--- src/rtl/icache.sv ---
// Direct-mapped instruction cache, one 32-bit word per line, refilled a byte
// at a time from the memory controller. Hits answer in the same cycle; misses
// walk IDLE -> REFILL -> RESP.
// Optional feature macro: ICACHE_EN. When undefined, no storage is built and
// every fetch takes the refill path.
module icache #(
  parameter int INDEX_BITS = 7
) (
  input  logic        clk,
  input  logic        rst,
  input  logic        inst_req_in,
  input  logic [31:0] inst_addr_in,
  output logic        inst_valid_out,
  output logic [31:0] inst_out,
  output logic        mem_req_out,
  output logic [31:0] mem_addr_out,
  input  logic        mem_valid_in,
  input  logic [7:0]  mem_data_in
);

  localparam int LINES = 1 << INDEX_BITS;
  localparam int TAG_W = 32 - INDEX_BITS - 2;

  typedef enum logic [1:0] {IDLE, REFILL, RESP} state_t;

  state_t      state_q;
  logic [1:0]  cnt_q;
  logic [31:0] base_q;
  logic [31:0] word_q;

  logic        hit;
  logic [31:0] hit_data;
  logic        line_wr;
  logic [31:0] aligned_addr;

  assign aligned_addr = inst_addr_in & 32'hFFFF_FFFC;
  // The line is committed in the same cycle the last byte arrives.
  assign line_wr = (state_q == REFILL) && mem_valid_in && (cnt_q == 2'd3);

`ifdef ICACHE_EN
  logic [LINES-1:0] valid_q;
  logic [TAG_W-1:0] tag_q  [LINES];
  logic [31:0]      data_q [LINES];

  logic [INDEX_BITS-1:0] rd_idx;
  logic [INDEX_BITS-1:0] wr_idx;

  assign rd_idx   = inst_addr_in[INDEX_BITS+1:2];
  assign wr_idx   = base_q[INDEX_BITS+1:2];
  assign hit      = valid_q[rd_idx] && (tag_q[rd_idx] == inst_addr_in[31:INDEX_BITS+2]);
  assign hit_data = data_q[rd_idx];

  // Valid bits are the only storage that must be cleared on reset.
  always_ff @(posedge clk or posedge rst) begin
    if (rst) begin
      valid_q <= '0;
    end else if (line_wr) begin
      valid_q[wr_idx] <= 1'b1;
    end
  end

  // Tag and data arrays are written once per completed refill.
  always_ff @(posedge clk) begin
    if (line_wr) begin
      tag_q[wr_idx]  <= base_q[31:INDEX_BITS+2];
      data_q[wr_idx] <= {mem_data_in, word_q[23:0]};
    end
  end
`else
  assign hit      = 1'b0;
  assign hit_data = '0;
`endif

  // Control FSM: a refill always runs to completion once started.
  always_ff @(posedge clk or posedge rst) begin
    if (rst) begin
      state_q <= IDLE;
      cnt_q   <= 2'd0;
    end else begin
      case (state_q)
        IDLE: begin
          if (inst_req_in && !hit) begin
            state_q <= REFILL;
            cnt_q   <= 2'd0;
          end
        end
        REFILL: begin
          if (mem_valid_in) begin
            cnt_q <= cnt_q + 2'd1;
            if (cnt_q == 2'd3) state_q <= RESP;
          end
        end
        RESP:    state_q <= IDLE;
        default: state_q <= IDLE;
      endcase
    end
  end

  // Refill datapath: latch the aligned miss address and assemble bytes.
  always_ff @(posedge clk) begin
    if (state_q == IDLE && inst_req_in && !hit) begin
      base_q <= aligned_addr;
    end
    if (state_q == REFILL && mem_valid_in) begin
      word_q[{cnt_q, 3'b000} +: 8] <= mem_data_in;
    end
  end

  // Output decode; RESP only answers if IF still wants the refilled word.
  always_comb begin
    inst_valid_out = 1'b0;
    inst_out       = '0;
    mem_req_out    = 1'b0;
    mem_addr_out   = '0;
    case (state_q)
      IDLE: begin
        if (inst_req_in && hit) begin
          inst_valid_out = 1'b1;
          inst_out       = hit_data;
        end
      end
      REFILL: begin
        mem_req_out  = 1'b1;
        mem_addr_out = base_q + {30'd0, cnt_q};
      end
      RESP: begin
        if (inst_req_in && (aligned_addr == base_q)) begin
          inst_valid_out = 1'b1;
          inst_out       = word_q;
        end
      end
      default: ;
    endcase
  end

endmodule

--- config.mk ---
export PLATFORM = sky130hd
export DESIGN_NAME = icache
export DESIGN_NICKNAME = d
export VERILOG_FILES = /design/src/rtl/icache.sv
export SDC_FILE = /design/constraint.sdc
export NUM_CORES = 1
export LEC_CHECK = 0
export ABC_AREA = 0
export BUFFER_PORTS_ARGS = -buffer_cell sky130_fd_sc_hd__buf_2
export CAP_MARGIN = 25
export CORE_MARGIN = 4
export CORE_UTILIZATION = 45
export DETAILED_ROUTE_END_ITERATION = 10
export HOLD_SLACK_MARGIN = 0.15
export PLACE_DENSITY = 0.75
export RECOVER_POWER = 25
export SYNTH_ARGS = -nofsm -noshare
export SYNTH_HDL_FRONTEND = slang
export SYNTH_SLANG_ARGS = --single-unit
--- constraint.sdc ---
create_clock -name clk -period 3.5 [get_ports clk]
set_clock_uncertainty 0.05 [all_clocks]
set_input_delay 1.05 -clock clk [delete_from_list [all_inputs] [get_ports clk]]
set_output_delay 1.05 -clock clk [all_outputs]
set_load 0.01 [all_outputs]
==> impl_results.rst, run 1 <==
.. list-table::
   :header-rows: 1

   * - Metric
     - Value
   * - Final net count
     - 443
   * - DRC marker count from the first detailed-route iteration
     - 141
   * - Class of the most critical setup path
     - in -> out
   * - Failing checks
     - negative setup slack
   * - GRT overflow
     - 0
   * - Critical Path Source Type
     - input port
   * - Instance area after placement
     - 0.00420 mm²
   * - Synth cell types
     - 28
   * - Worst min-delay path category
     - in -> async
   * - Number of clock buffers inserted by TritonCTS
     - 9
   * - H-tree depth
     - 3
   * - Starting Density
     - 0.475
   * - Most common cell after layout, fill and taps aside
     - buf_2
   * - Final Instance Count excl. Fillers
     - 498
   * - Initial antenna violation count
     - 0
   * - Post-Place Cells
     - 477
   * - Number of synthesis warnings
     - 0
   * - P per Cell Area
     - 551 mW/mm²
   * - Leakage component of the power
     - 2.04 nW
   * - Maximum ir drop on the vdd rail
     - 0.359 mV
   * - Vias in the first global route
     - 2,342
   * - Utilization after layout
     - 0.625
   * - Hold buffers post-CTS
     - 0
   * - Clock tree from TritonCTS
     - yes
   * - Layout filler cell count
     - 607
   * - Area growth, synth to finish
     - 31.7%
   * - Maximum capacitance violations
     - 0
   * - Final number of hold-violating endpoints
     - 0
   * - Cell area after synthesis
     - 0.00352 mm²
   * - Dpl ws
     - -108 ps
   * - Number of sinks handled by clock tree synthesis
     - 66
   * - HPWL reported at the end of detailed placement
     - 5530 µm
   * - Required time reported for the critical path endpoint
     - 2400 ps
   * - Final standard cell area without fillers
     - 0.00463 mm²
   * - Number of input and output port buffers inserted
     - 107
   * - Flops & latches, synth
     - 66
   * - Largest fanout on the critical path
     - 8
   * - Maximum buffer depth of the clock tree
     - 2
   * - Die W
     - 96.4 µm
   * - Total power consumption of the routed design
     - 2.55 mW
   * - Synthesized area per cell
     - 12.7 µm²
   * - Final worst path period share
     - 1.04
   * - Most common flop cell mapped by yosys
     - edfxtp_1
   * - Arrival @ worst endpoint
     - 2540 ps
   * - Worst slew margin relative to its limit
     - 0.470
   * - Fraction of final layout cells sized beyond drive strength 1
     - 0.386
   * - Ant. Diodes
     - 0
   * - Pin count of the biggest net entering global routing
     - 34
   * - Initial DRT Pass Iterations
     - 4
   * - Number of placed I/O pins
     - 110
   * - Setup repair after global routing missed its margin
     - yes
   * - Register clock-pin slew on the reported worst setup and hold paths
     - 70 ps
   * - Number of nets with antenna violations after routing
     - 0
   * - Shortest clock period the worst path allows after layout
     - 3640 ps
   * - Detailed Route WL
     - 8240 µm
   * - Die extent in y
     - 96.4 µm
   * - Via count of the routed design
     - 2,490
   * - Mapped Nets
     - 327
   * - Count of final max-slew check failures
     - 0
   * - Std-Cell Rows
     - 31
   * - Run status
     - finished, violations left
   * - Gate Count Post-Synth
     - 278
   * - Via density
     - 5.00
   * - Smallest setup slack after layout
     - -142 ps
   * - Seq/Total Area, Yosys
     - 0.558
   * - Maximum clock frequency
     - 275 MHz
   * - Setup Viol. Count Final
     - 33
   * - First-pass GRT wire length
     - 11,800 µm
   * - Root buf cell
     - clkbuf_8
   * - Most frequent cells in the layout
     - buf_2 (78), and2_1 (64), edfxtp_1 (62)
   * - Full die area
     - 0.00929 mm²
   * - Transition time at the pin with the least slew margin
     - 793 ps
   * - Gpl congestion
     - 0.770
   * - Overall track demand over capacity in global routing
     - 0.170
   * - Fraction of synthesis flops using an asynchronous set or reset pin
     - 0.0606
   * - DRC violations left
     - 0
   * - Core footprint
     - 0.00741 mm²
   * - WL/cell
     - 16.5 µm
   * - Depth of the worst register-to-register path
     - 4
   * - Worst-Skew Late Latency
     - 330 ps
   * - Capturing element type of the critical path
     - output pin
   * - Number of flops mapped to enable cells by yosys
     - 62
[final cells by class]
type	count	area, µm²	share of cell area
clock inverter	7	60.1	0.0130
clock buffer	9	124	0.0267
tap	99	124	0.0267
sequential	66	1960	0.423
inverter	3	11.3	0.00243
multi-input combinational	193	1610	0.348
timing repair buffer	121	741	0.160
[metrics by stage]
step           setup TNS [ps]  hold slack (ps)
6_report                -3580              537
3_3_place_gp            -1610              510
4_1_cts                 -2010              523
5_1_grt                 -6670              532
2_1_floorplan               0              479
3_5_place_dp            -1980              528
[logic make-up (layout without fill, tap and decap cells)]
group           count (synthesis)  in the layout  share of synthesized area
flops                          66             66                      0.558
buf+inv                        19            140                     0.0366
fa+ha+maj                       5              5                     0.0178
xor+xnor                       30             30                     0.0747
simple gates                  154            154                      0.305
compound gates                  4              4                    0.00782
[worst paths after layout]
path,from,to,slack (ps)
worst max register to register,cnt_q[0],word_q[8],1390
max in group asynchronous,rst,state_q[1],2710
worst min-delay path,rst,state_q[0],540
worst max-delay path,inst_addr_in[30],inst_out[28],-140
min in group clk,cnt_q[1],cnt_q[1],540
worst min register to register,cnt_q[1],cnt_q[1],540
[worst max-delay path: stages]
cell and delay (ps):
clkbuf_1 90, xor2_1 180, nor4_2 400, nand4_4 270
clkbuf_16 270, nor3_4 110, buf_2 150
[registers in the layout, summed over array words and instances, names as in the netlist]
name     cells
cnt_q        2
word_q      32
base_q      30
state_q      2
[where the power goes]
part	internal (mW)	switching [mW]	leakage, nW	total (mW)
combinational	0.348	0.488	1.31	0.836
sequential	1.05	0.0697	0.639	1.12
clock	0.320	0.280	0.0939	0.600
[Yosys cell counts (2+ instances only)]
cell type	n	area, µm²
xor2_1	27	236
and3_1	5	31.3
buf_4	2	15.0
nor3_1	4	20.0
nand2_1	4	15.0
nand3_1	32	160
nor4_1	3	18.8
buf_2	3	15.0
nor4_2	2	25.0
nor3b_1	4	30.0
and2_1	64	400
xnor2_1	3	26.3
buf_6	5	56.3
edfxtp_1	62	1860
nor3_2	31	310
nand4_2	2	25.0
clkbuf_1	5	18.8
dfrtp_1	4	100
ha_1	5	62.6
inv_1	3	11.3
[timing repair]
action	CTS	global route
gates cloned	0	4
pin swaps	0	28
setup endpoints to repair	33	33
resized for setup	0	31
buffers inserted	0	1
[metal layers]
| metal | wire length [µm] | GRT usage | vias to the layer above | part of all wire |
|---|---|---|---|---|
| met5 | 0 | 0 | - | 0 |
| li1 | - | - | 1223 | - |
| met2 | 4020 | 0.267 | 65 | 0.49 |
| met3 | 414 | 0.0380 | 15 | 0.050 |
| met4 | 178 | 0.0841 | 0 | 0.022 |
| met1 | 3630 | 0.221 | 1187 | 0.44 |
(Power assumes the default switching activity.)
==> run 2, diff against run 1 <==
ABC_AREA = 1   (was 0)
==> run 2 against run 1 <==
The flow now finishes without violations. Register-to-register slack got worse by 40 ps. Non-clock buffer count is 11 lower. Critical path depth increased by 3. Final area is 11% lower. First-iteration DRC count decreased by 53%. Cell count up 16%. Setup slack improved by 320 ps. Highest routed layer unchanged. Clock power is 4.5% higher. Via count shrank 2.2%. Sequential share of layout area up 5.1 points. Fmax increased by 9.6%.
==> impl_results.rst, run 2 <==
.. list-table::
   :header-rows: 1

   * - Metric
     - Value
   * - WL/cell
     - 11.7 µm (-29%)
   * - Seq/Total Area, Yosys
     - 0.589 (+0.0312)
   * - Ant. Diodes
     - 0 (unchanged)
   * - Vias in the first global route
     - 2,378 (+1.5%)
   * - Starting Density
     - 0.462 (-0.0131)
   * - Largest regs
     - word_q: 32 flops, base_q: 30 flops
   * - Number of input and output port buffers inserted
     - 107 (unchanged)
   * - Synth cell types
     - 16 (-43%)
   * - Slowest stage delay, CP
     - 180 ps (-220 ps)
   * - DRC marker count from the first detailed-route iteration
     - 66 (-53%)
   * - P per Cell Area
     - 604 mW/mm² (+9.7%)
   * - Most common flop cell mapped by yosys
     - edfxtp_1
   * - Cell area after synthesis
     - 0.00333 mm² (-5.3%)
   * - Slowest cell on the critical path
     - buf_12
   * - Core footprint
     - 0.00721 mm² (-2.6%)
   * - Number of sinks handled by clock tree synthesis
     - 66 (unchanged)
   * - Shortest clock period the worst path allows after layout
     - 3320 ps (-320 ps)
   * - Gpl congestion
     - 0.772 (+0.25%)
   * - DRC violations left
     - 0 (unchanged)
   * - Critical Path Source Type
     - input port
   * - Flip-flop count of the largest register after layout
     - 32 (unchanged)
   * - CP cell instances
     - clkbuf_1 > xnor2_1 > nand2_1 > nor2_1 > nand2_1 > nor2_1 > nand2_2 > buf_12 > nor2_2 > buf_2
   * - Maximum buffer depth of the clock tree
     - 2 (unchanged)
   * - Initial antenna violation count
     - 0 (unchanged)
   * - Capturing element type of the critical path
     - output pin
   * - Die W
     - 94.0 µm (-2.5%)
   * - Number of nets with antenna violations after routing
     - 0 (unchanged)
   * - Final worst path period share
     - 0.949 (-0.0914)
   * - Maximum clock frequency
     - 301 MHz (+9.6%)
   * - Final number of hold-violating endpoints
     - 0 (unchanged)
   * - Post-Place Cells
     - 560 (+17%)
   * - Commonest cells in the synthesized netlist
     - inv_1 (89), nor2_1 (85), edfxtp_1 (62)
   * - Pin count of the biggest net entering global routing
     - 34 (unchanged)
   * - HPWL reported at the end of detailed placement
     - 5170 µm (-6.6%)
   * - Setup repair bufs after CTS
     - 0 (unchanged)
   * - Class of the most critical setup path
     - in -> out
   * - Initial DRT Pass Iterations
     - 4 (unchanged)
   * - Detailed Route WL
     - 6750 µm (-18%)
   * - Mapped Nets
     - 406 (+24%)
   * - Leakage component of the power
     - 2.02 nW (-1.2%)
   * - Number of placed I/O pins
     - 110 (unchanged)
   * - Top cells by area, synth
     - edfxtp_1 (56%), inv_1 (10%), nor2_1 (9.6%), xnor2_1 (6.0%), nor2_2 (5.6%)
   * - Die extent in y
     - 94.0 µm (-2.5%)
   * - Hold buffers post-CTS
     - 0 (unchanged)
   * - Maximum ir drop on the vdd rail
     - 0.314 mV (-13%)
   * - Via count of the routed design
     - 2,436 (-2.2%)
   * - Fraction of synthesis flops using an asynchronous set or reset pin
     - 0.0606 (unchanged)
   * - GRT overflow
     - 0 (unchanged)
   * - Final Instance Count excl. Fillers
     - 576 (+16%)
   * - Clock tree from TritonCTS
     - yes
   * - Root buf cell
     - clkbuf_8
   * - Most frequent cells in the layout
     - inv_1 (89), nor2_1 (84), buf_2 (77)
   * - Via density
     - 4.23 (-15%)
   * - Area growth, synth to finish
     - 24.3%
   * - Arrival @ worst endpoint
     - 2220 ps (-320 ps)
   * - Worst min-delay path category
     - reg -> reg
   * - Fraction of final layout cells sized beyond drive strength 1
     - 0.268 (-0.118)
   * - Most common cell after layout, fill and taps aside
     - inv_1
   * - First-pass GRT wire length
     - 10,800 µm (-8.2%)
   * - Synthesized area per cell
     - 9.33 µm² (-26%)
   * - Proportion of netlist area held by the largest area contributor
     - 0.559 (+0.0296)
   * - Full die area
     - 0.00884 mm² (-4.9%)
   * - H-tree depth
     - 3 (unchanged)
   * - Number of clock buffers inserted by TritonCTS
     - 9 (unchanged)
   * - Maximum capacitance violations
     - 0 (unchanged)
   * - Worst slew margin relative to its limit
     - 0.500 (+0.0298)
   * - Setup repair after global routing missed its margin
     - no
   * - Number of synthesis warnings
     - 0 (unchanged)
   * - Most flop-heavy register
     - word_q
   * - Std-Cell Rows
     - 31 (unchanged)
   * - Transition time at the pin with the least slew margin
     - 747 ps (-45.7 ps)
   * - Worst-Skew Late Latency
     - 340 ps (about the same)
   * - Run status
     - finished clean
   * - Final net count
     - 521 (+18%)
   * - Gate Count Post-Synth
     - 357 (+28%)
   * - Number of flops mapped to enable cells by yosys
     - 62 (unchanged)
   * - Register clock-pin slew on the reported worst setup and hold paths
     - 70 ps (about the same)
   * - Count of instances resized after the clock tree is built
     - 0 (unchanged)
   * - Count of final max-slew check failures
     - 0 (unchanged)
   * - Final total negative setup slack
     - 0 ps (+3580 ps)
   * - Setup Viol. Count Final
     - 0 (-100%)
   * - Required time reported for the critical path endpoint
     - 2400 ps (about the same)
   * - Flops & latches, synth
     - 66 (unchanged)
   * - Leading cell type by number of instances after synthesis
     - inv_1
   * - Largest fanout on the critical path
     - 33 (+25)
   * - Area leader, netlist
     - edfxtp_1
   * - Setup slack of the worst register-to-register path
     - 1350 ps (-40 ps)
   * - Overall track demand over capacity in global routing
     - 0.162 (-0.00766)
run 2: changes by cell type after synthesis, sizes merged, moves of 20 or more:
cell / delta
xor2: -26
nor2: +115
and2: -64
xnor2: +20
nand3: -28
nand2: +38
nor3: -35
inv: +88
run 2: cell type report:
type / instances / area (µm²)
clock inverters: 7 / 70.1
repair buffers: 110 / 533
inverters: 91 / 342
flip-flops and latches: 66 / 1960
fillers: 679 / 3080
multi-input cells: 194 / 985
well taps: 99 / 124
clock buffers: 9 / 124
run 2: worst max-delay path: cells and delay by family:
kind / cells / cell delay, ps
and+or+nand+nor: 6 / 560
xor gates and xnor gates: 1 / 170
buffers and inverters: 3 / 430
run 2: power breakdown:
group / switching (mW) / total, mW / internal, mW
logic: 0.511 / 0.764 / 0.253
registers: 0.0624 / 1.11 / 1.05
clock network: 0.301 / 0.627 / 0.326
total: 0.874 / 2.50 / 1.63
run 2: worst paths after layout:
kind | depth (start not counted) | to | from
hold reg to reg | 1 | state_q[0] | state_q[1]
max in group asynchronous | 2 | cnt_q[1] | rst
min in group asynchronous | 2 | cnt_q[0] | rst
hold / removal | 1 | state_q[0] | state_q[1]
setup / recovery | 10 | inst_out[9] | inst_addr_in[9]
setup reg to reg | 5 | word_q[4] | state_q[1]
run 2: layer usage:
metal | vias up | share of wire | routed length, µm | track usage
met5 | - | 0 | 0 | 0
met4 | 0 | 0.015 | 103 | 0.0578
met3 | 10 | 0.10 | 706 | 0.0633
met2 | 95 | 0.47 | 3150 | 0.263
met1 | 1046 | 0.41 | 2790 | 0.196
li1 | 1285 | - | - | -
run 2: metrics by stage:
step           area (µm²)  setup WS, ps  utilization  hold slack (ps)  power [mW]
2_1_floorplan        3330           511            -              429        1.61
3_3_place_gp         3980           187        0.552              468        1.88
3_5_place_dp         3980           158        0.552              490        1.91
4_1_cts              4180           148        0.579              500        2.54
5_1_grt              4140          21.9        0.574              510        2.68
6_report             4140           178        0.574              485        2.50
run 2: cell families (layout without fill, tap and decap cells):
logic type               count (synthesis)  after routing  share of synthesized area
XOR/XNOR                                24             24                     0.0631
AND/OR/NAND/NOR                        161            161                      0.206
flip-flops                              66             66                      0.589
adder cells (fa/ha/maj)                  5              5                     0.0188
AO/OA/AOI/OAI                            4              4                    0.00676
buffers and inverters                   97            217                      0.116
==> run 3, diff against run 2 <==
CORE_ASPECT_RATIO = 1.25   (was unset)
==> run 3 against run 2 <==
Fmax is 0.87% higher. Count of clock-buffer cells in the layout is 1 higher. Die area is 0.10% higher. Register-to-register slack hardly changed. Sequential share of layout area is 0.57 points lower. Combinational power is 1% higher. Critical path depth stayed put. Setup slack better by 29 ps. Global-route usage is 0.65 points lower. Cell count is 1.6% lower. Largest power group unchanged.
==> impl_results.rst, run 3 (same netlist as run 2, synthesis figures left out) <==
.. list-table::
   :header-rows: 1

   * - Metric
     - Value
   * - Flip-flop count of the largest register after layout
     - 32 (unchanged)
   * - Leakage component of the power
     - 2.05 nW (+1.6%)
   * - Most common cell after layout, fill and taps aside
     - inv_1
   * - Dpl ws
     - 164 ps (+5.97 ps)
   * - Starting Density
     - 0.472 (+0.00998)
   * - First-pass GRT wire length
     - 11,100 µm (+2.6%)
   * - Final worst path period share
     - 0.941 (-0.00822)
   * - GRT overflow
     - 0 (unchanged)
   * - Largest regs
     - word_q: 32 flops, base_q: 30 flops
   * - Number of clock buffers inserted by TritonCTS
     - 9 (unchanged)
   * - Final net count
     - 521 (unchanged)
   * - Arrival @ worst endpoint
     - 2190 ps (-30 ps)
   * - Shortest clock period the worst path allows after layout
     - 3290 ps (-28.8 ps)
   * - P per Cell Area
     - 634 mW/mm² (+5.0%)
   * - Number of nets with antenna violations after routing
     - 0 (unchanged)
   * - Via count of the routed design
     - 2,451 (+0.62%)
   * - Full die area
     - 0.00885 mm² (+0.10%)
   * - Reg-to-reg startpoint
     - state_q[1]
   * - Min Hold Slack
     - 470 ps (-15.8 ps)
   * - Pin count of the biggest net entering global routing
     - 34 (unchanged)
   * - Required time reported for the critical path endpoint
     - 2400 ps (about the same)
   * - Detailed Route WL
     - 6660 µm (-1.3%)
   * - Setup repair after global routing missed its margin
     - no
   * - Maximum buffer depth of the clock tree
     - 2 (unchanged)
   * - Die W
     - 85.0 µm (-9.7%)
   * - Initial DRT Pass Iterations
     - 6 (+2)
   * - Beginning of the critical path
     - inst_addr_in[25]
   * - Final Instance Count excl. Fillers
     - 567 (-1.6%)
   * - Capturing element type of the critical path
     - output pin
   * - Root buf cell
     - clkbuf_8
   * - Class of the most critical setup path
     - in -> out
   * - Depth of the worst register-to-register path
     - 5 (unchanged)
   * - Critical Path Source Type
     - input port
   * - Gpl congestion
     - 0.790 (+2.3%)
   * - Final number of hold-violating endpoints
     - 0 (unchanged)
   * - Most flop-heavy register
     - word_q
   * - Number of sinks handled by clock tree synthesis
     - 66 (unchanged)
   * - HPWL reported at the end of detailed placement
     - 5090 µm (-1.4%)
   * - WL/cell
     - 11.8 µm (+0.28%)
   * - Die extent in y
     - 104 µm (+11%)
   * - Worst min-delay path category
     - reg -> reg
   * - Worst slew margin relative to its limit
     - 0.555 (+0.0543)
   * - Setup Viol. Count Final
     - 0 (unchanged)
   * - Setup slack of the worst register-to-register path
     - 1360 ps (about the same)
   * - Maximum capacitance violations
     - 0 (unchanged)
   * - Clock tree from TritonCTS
     - yes
   * - Total power consumption of the routed design
     - 2.66 mW (+6.2%)
   * - Overall track demand over capacity in global routing
     - 0.156 (-0.00650)
   * - Final total negative setup slack
     - 0 ps (unchanged)
   * - DRC violations left
     - 0 (unchanged)
   * - Register clock-pin slew on the reported worst setup and hold paths
     - 70 ps (about the same)
   * - Run status
     - finished clean
   * - Via density
     - 4.32 (+2.2%)
   * - Setup repair bufs after CTS
     - 0 (unchanged)
   * - Count of instances resized after the clock tree is built
     - 0 (unchanged)
   * - Number of input and output port buffers inserted
     - 107 (unchanged)
   * - Largest fanout on the critical path
     - 33 (unchanged)
   * - H-tree depth
     - 3 (unchanged)
   * - Post-Place Cells
     - 551 (-1.6%)
   * - Smallest setup slack after layout
     - 207 ps (+28.8 ps)
   * - Worst-Skew Late Latency
     - 340 ps (about the same)
   * - Area growth, synth to finish
     - 25.8%
   * - Initial antenna violation count
     - 0 (unchanged)
   * - Ant. Diodes
     - 0 (unchanged)
   * - Vias in the first global route
     - 2,465 (+3.7%)
   * - Hold buffers post-CTS
     - 0 (unchanged)
   * - Transition time at the pin with the least slew margin
     - 666 ps (-81.2 ps)
   * - Maximum ir drop on the vdd rail
     - 0.383 mV (+22%)
   * - Worst Hold Launch
     - state_q[1]
   * - Fraction of final layout cells sized beyond drive strength 1
     - 0.268 (unchanged)
   * - Maximum clock frequency
     - 304 MHz (+0.87%)
   * - DRC marker count from the first detailed-route iteration
     - 94 (+42%)
   * - Core footprint
     - 0.00706 mm² (-2.1%)
   * - Most frequent cells in the layout
     - inv_1 (90), nor2_1 (84), buf_2 (77)
   * - Number of placed I/O pins
     - 110 (unchanged)
   * - Cell count of the worst hold path
     - 1 (unchanged)
   * - Count of final max-slew check failures
     - 0 (unchanged)
   * - Std-Cell Rows
     - 34 (+9.7%)
-- run 3: worst max-delay path, stage by stage --
cell and delay [ps]:
clkbuf_1 90, xnor2_1 150, nand2_1 70, nor2_1 110, nand2_1 80, nor2_2 130, nand2_2 80, buf_12 180
nor2_2 110, buf_2 140
-- run 3: worst paths after layout --
check | end
worst min-delay path | state_q[0]
max in group asynchronous | cnt_q[1]
worst max-delay path | inst_out[17]
min in group asynchronous | state_q[1]
worst max register to register | word_q[18]
worst min register to register | state_q[0]
-- run 3: per-layer routing --
layer / up-vias / routed length [µm] / part of all wire / global-route usage
li1: 1284 / - / - / -
met1: 1064 / 2850 / 0.43 / 0.187
met2: 93 / 3160 / 0.47 / 0.262
met3: 10 / 530 / 0.080 / 0.0404
met4: 0 / 119 / 0.018 / 0.0645
met5: - / 0 / 0 / 0
-- run 3: cell type report --
| cell class | instances | area (µm²) |
|---|---|---|
| Timing Repair Buffer | 110 | 546 |
| Sequential cell | 66 | 1960 |
| Tap cell | 90 | 113 |
| Fill cell | 639 | 2870 |
| Multi-Input combinational cell | 194 | 985 |
| Clock buffer | 10 | 128 |
| Inverter | 91 | 342 |
| Clock inverter | 6 | 115 |
-- run 3: metrics by stage --
step	area [µm²]	utilization
after CTS	4230	0.599
after global routing	4190	0.593
after floorplan	3330	-
final	4190	0.593
after detailed placement	3980	0.564
after global placement	3980	0.564
-- run 3: power by group --
group / total (mW) / internal [mW] / switching [mW] / leakage (nW)
logic: 0.775 / 0.268 / 0.506 / 1.31
registers: 1.11 / 1.05 / 0.0617 / 0.626
clock network: 0.773 / 0.476 / 0.297 / 0.117
